==> src/rtl/hilo_maddu_unit.sv <==
// Iterative unsigned MULTU/MADDU unit with the architectural HI/LO pair.
// Shift-add over WIDTH cycles in the background; stalls dependent EX instructions.
module hilo_maddu_unit #(
    parameter int unsigned WIDTH = 32
) (
    input  logic             clk,
    input  logic             rst,
    input  logic             start,
    input  logic             accum,
    input  logic [WIDTH-1:0] op_a,
    input  logic [WIDTH-1:0] op_b,
    input  logic             mf_req,
    input  logic             hi_or_lo,
    output logic             busy,
    output logic             stall,
    output logic             done,
    output logic [WIDTH-1:0] mf_data,
    output logic [WIDTH-1:0] hi,
    output logic [WIDTH-1:0] lo
);

    localparam int unsigned AW = 2 * WIDTH;
    localparam int unsigned CW = $clog2(WIDTH + 1);

    typedef enum logic {
        IDLE = 1'b0,
        RUN  = 1'b1
    } state_t;

    state_t          state_q;
    state_t          state_d;
    logic            accept;
    logic            commit;
    logic [AW-1:0]   acc;
    logic [AW-1:0]   mcand;
    logic [WIDTH-1:0] mplier;
    logic [CW-1:0]   count;
    logic [AW-1:0]   acc_sum;

    // One partial product per cycle; carry out of the top bit is discarded.
    assign acc_sum = mplier[0] ? AW'(acc + mcand) : acc;

    assign busy    = (state_q == RUN);
    assign stall   = busy & (start | mf_req);
    assign mf_data = hi_or_lo ? hi : lo;

    always_ff @(posedge clk) begin
        if (rst) begin
            state_q <= IDLE;
        end else begin
            state_q <= state_d;
        end
    end

    always_comb begin
        state_d = state_q;
        accept  = 1'b0;
        commit  = 1'b0;
        case (state_q)
            IDLE: begin
                if (start) begin
                    state_d = RUN;
                    accept  = 1'b1;
                end
            end
            RUN: begin
                if (count == CW'(1)) begin
                    state_d = IDLE;
                    commit  = 1'b1;
                end
            end
            default: state_d = IDLE;
        endcase
    end

    // Datapath: operand load on accept, shift-add while running, HI/LO commit on last step.
    always_ff @(posedge clk) begin
        if (rst) begin
            acc    <= '0;
            mcand  <= '0;
            mplier <= '0;
            count  <= '0;
            hi     <= '0;
            lo     <= '0;
            done   <= 1'b0;
        end else begin
            done <= commit;
            if (accept) begin
                mcand  <= {{WIDTH{1'b0}}, op_a};
                mplier <= op_b;
                acc    <= accum ? {hi, lo} : '0;
                count  <= CW'(WIDTH);
            end else if (state_q == RUN) begin
                acc    <= acc_sum;
                mcand  <= mcand << 1;
                mplier <= mplier >> 1;
                count  <= count - CW'(1);
            end
            if (commit) begin
                {hi, lo} <= acc_sum;
            end
        end
    end

endmodule

==> config.mk <==
export PLATFORM = sky130hd
export DESIGN_NAME = hilo_maddu_unit
export DESIGN_NICKNAME = d
export VERILOG_FILES = /design/src/rtl/hilo_maddu_unit.sv
export SDC_FILE = /design/constraint.sdc
export NUM_CORES = 1
export LEC_CHECK = 0
export ABC_AREA = 1
export CORE_MARGIN = 2
export CORE_UTILIZATION = 65
export CTS_BUF_LIST = sky130_fd_sc_hd__clkbuf_8
export CTS_CLUSTER_DIAMETER = 50
export CTS_CLUSTER_SIZE = 10
export DETAILED_ROUTE_END_ITERATION = 12
export DONT_BUFFER_PORTS = 1
export GPL_TIMING_DRIVEN = 1
export PLACE_DENSITY = 0.81
export SETUP_SLACK_MARGIN = 0.3
export SLEW_MARGIN = 20
export SYNTH_ARGS = -nofsm -noshare
export SYNTH_HDL_FRONTEND = slang
export SYNTH_SLANG_ARGS = --single-unit
==> constraint.sdc <==
create_clock -name clk -period 5.7 [get_ports clk]
set_clock_uncertainty 0.15 [all_clocks]
set_input_delay 0.855 -clock clk [delete_from_list [all_inputs] [get_ports clk]]
set_output_delay 0.855 -clock clk [all_outputs]
set_load 0.005 [all_outputs]
Yosys cells after proc, flatten, opt, wreduce, memory -nomap -nowiden --
Cells that the tools add are included. Widths: inputs -> output; s select.
Operators by class: $add $sub $neg 2, eq/ne operators 1, muxes and demuxes 17, bitwise operators 3, reductions and logical operators 2
Operators by type and width (number):
- $mux 64 | 4
- $mux 32 | 5
- $add 64x64->64 | 1
- $mux 6 | 2
- $eq 6x1->1 const B | 1
- $sub 6x1->6 const B | 1
- $mux 1 | 5
- $pmux 1 s2 | 1
- $reduce_bool 2->1 | 1
- $reduce_or 2->1 | 1
- $and 1x1->1 | 1
- $not 1->1 | 1
- $or 1x1->1 | 1
Word-level totals: register bits after elaboration 232, output and inout port bits 99, word-level logic and storage cells 35

Logic depth before layout (Yosys ltp) --
depth after elaboration 4, depth in mapped cells 17

Worst setup path after synthesis --
Ideal clock, no wire load.
kind input-to-output, from input port hi_or_lo, to output port mf_data[10], arrival 1.522 ns, data required time 4.695 ns, slack 3.173 ns, stages on the path 4, cells stage by stage clkbuf_1 > clkbuf_1 > nand2_1 > o21ai_0
On the way: cells in the longest elaborated chain, start to end 1
RTL lines:
- start: declaration | line 13 | input logic hi_or_lo,
- $mux 32 | line 45 | assign mf_data = hi_or_lo ? hi : lo;
- end: declaration | line 17 | output logic [WIDTH-1:0] mf_data,
Every way passes these cells.

Worst setup path in the final report --
from register state_q, in the netlist busy, to output port busy
RTL lines:
- start: declaration | line 30 | state_t state_q;
- start signal: assignment | line 51 | state_q <= state_d;
- end: declaration | line 14 | output logic busy,
No word-level cell between the ends.

==> metrics <==
CTS sink cnt=232; H-tree depth=1; wire per inst=approximately 18 um; CP max-delay cell=buf_4; Rows=57; Boundary Pins=between 150 and 200; drt first pass iters=5; maximum vdd drop=between 200 and 250 uV; final setup vio count=0; RSZ-0062 raised after global routing=false; global-route wire length before repair=between 80 and 90 mm; fraction of registers with async set/reset=0; Clock Latency Late Sink=just over 0.6 ns; fraction of layout cells with a size suffix above 1=0.0643; Switch Pwr=0.963 mW; outcome=finished, final reports clean; post-layout net count=approximately 2,800; Total GRT Usage=0.404; crit path buf inv count=2; number of synthesized flops with an enable pin=0; clk slew on worst S/H paths=~0.07 ns; drt via density=5.69; Seq cells post-synth=around 230; Post-CTS Hold Buffers=0; DP HPWL=~40 mm; depth of the worst register-to-register path=8; worst reg-to-reg setup slack=~2.7 ns; Synth cell types=38; Period minus WS final=~3.4 ns; Finished Cell Area=16,600 um2; crit-path cells=buf_4, buf_4; HP Class=in -> reg; setup TNS=0 ns; Pwr Density=between 150 and 200 nW/um2; final std cells w/o fill=about 3,000; worst setup path endpoint=busy; synthesis warning total=0; synthesized cell area=16,000 um2; pre-CTS setup slack=2.29 ns; Residual DRC=0; Post-DP Area=around 16,000 um2; syn_nets=around 2,800; clock root cell=clkbuf_8; area fraction of the dominant cell type after synthesis=0.291; leading area contributor after synthesis=dfxtp_1; final slew viol count=0; Sw Share=0.291; Worst Tran Pin Value=approximately 1.1 ns; placer congestion estimate=a little over 1; CTS tree=built; Rel. slew slack=0.294; top post-synthesis cells by area=dfxtp_1 (29%), nand2_1 (24%), inv_1 (11%), nand3_1 (6.1%), ha_1 (5.1%); final-report hold violation count=0; most numerous cell in the Yosys netlist=nand2_1; Max Freq=0.293 GHz; sequential power share=0.520; routed wire length=between 50 and 60 mm; cell count after synthesis=2,691; Gate power share=0.118; Die Y=between 150 and 200 um; most frequent cells after synthesis=nand2_1 (1,025), inv_1 (472), dfxtp_1 (232); Hold Path Stages=1; Overflow after GRT=0; Setup crit start kind=register; R2R Path End=acc[25]$_SDFFE_PP0P_; static leakage=around 8.3 nW; Syn-to-layout area delta=3.93%; count of buffers from port buffering=0; P_int=2.35 mW; CP startpoint=busy$_SDFF_PP0_; Post-CTS Repair Setup Buffers=0; most frequent cell on the critical path=buf_4; Crit. End Element=primary output; Crit path largest cell delay=roughly 0.74 ns; sequential share of the synthesized area=0.291; Worst Path Arrival=~2.4 ns; 1st-iter DRT viols=about 2,100; CTS Buf Count=29; fin crit share=0.598; CTS resizes=0; Crit path max-delay family=buffers and inverters; Avg Cell Area, Syn=a little under 6 um2; Die Area=~26,000 um2; largest net degree at the start of global routing=between 90 and 100; worst reg2reg path startpoint=busy$_SDFF_PP0_; detailed-route via count=roughly 17,000; stages on the worst setup path=2; Max-Cap Viols=0; vias in the first global route=between 15,000 and 20,000; CTS Buffer Depth=3; critical path class=reg -> out; initial antenna violation count=3; dpl cells=2,929; worst-path fanout max=73; remaining antenna violation count=0; Core Box Area=about 24,000 um2; clock share of power=0.362; PnR worst setup slack=2.29 ns; WP data required=between 4 and 5 ns; Top FF cell, synth=dfxtp_1; Die Width=between 150 and 200 um; Starting Density=0.658
## logic make-up (layout without fill, tap and decap cells)
logic type,count (synthesis),in the layout,share of synthesized area
AO/OA/AOI/OAI,346,346,0.126
XOR/XNOR,24,24,0.0132
adder cells (fa/ha/maj),66,66,0.0522
buffers and inverters,578,531,0.138
flip-flops,232,232,0.291
multiplexers,2,2,0.00125
other,0,2,0
AND/OR/NAND/NOR,1443,1443,0.379
## cells in the final DEF, fill, tap and decap left out, types with 12 or more instances in the layout
master	netlist	final
nor2_2	22	22
o22ai_1	16	16
buf_4	0	12
o211ai_1	28	28
clkbuf_8	0	32
inv_1	472	472
xnor2_1	24	24
a22oi_1	61	61
o21ai_0	71	71
a21oi_1	153	153
nor2_1	97	96
nand3_1	194	194
nand2_2	20	20
dfxtp_1	232	230
nand2_1	1025	1025
or2_2	45	45
ha_1	65	65
## how the worst min path moves through the flow
stage	from	end
finish	rst	mcand[0]$_SDFFE_PP0P_
global route	rst	acc[15]$_SDFFE_PP0P_
floorplan	mplier[31]$_SDFFE_PP0P_	mplier[31]$_SDFFE_PP0P_
global placement	mplier[31]$_SDFFE_PP0P_	mplier[31]$_SDFFE_PP0P_
CTS	rst	acc[15]$_SDFFE_PP0P_
detailed placement	mplier[31]$_SDFFE_PP0P_	mplier[31]$_SDFFE_PP0P_
## layout make-up
class                   instances  area [um2]
multi-input cells            1881        9130
flip-flops and latches        232        4650
inverters                     480        1800
clock inverters                 7        71.3
fillers                      2256        7650
clock buffers                  32         440
well taps                     324         405
repair buffers                 12        90.1
diodes                          2        5.00
## state kept, by name (all words and copies together), names as in the netlist
register,flops
mcand,64
mplier,32
busy,1
done,1
hi,32
lo,32
count,6
acc,64
## per-stage QoR
step / hold WS, ns / util / power, mW
after CTS: 0.158 / 0.684 / 3.29
after global placement: 0.296 / 0.663 / 2.12
final: 0.155 / 0.684 / 3.31
after global routing: 0.145 / 0.684 / 3.41
after floorplan: 0.295 / - / 2.04
after detailed placement: 0.301 / 0.663 / 2.13
## worst reg2reg max path, stage by stage, from the launching register on
cell     delay [ns]
dfxtp_4        0.35
inv_2          0.05
nand2_1        0.10
inv_2          0.72
nand2_1        0.14
inv_2          0.51
buf_4          0.56
a22oi_1        0.20
a21oi_1        0.19
## per-layer routing
metal,wire length [um],vias up,track usage
met2,22500,869,0.625
met1,22800,7700,0.559
met3,6360,122,0.0891
met5,14,-,0
met4,1860,2,0.134
li1,-,8201,-
## power by group through the flow
stage          combinational (mW)  clock, mW  sequential (mW)
2_1_floorplan               0.317          0             1.73
3_3_place_gp                0.364          0             1.75
3_5_place_dp                0.378          0             1.76
4_1_cts                     0.381       1.19             1.72
5_1_grt                     0.428       1.25             1.72
6_report                    0.391       1.20             1.72
Note: power is estimated with default switching activity, not from simulation.
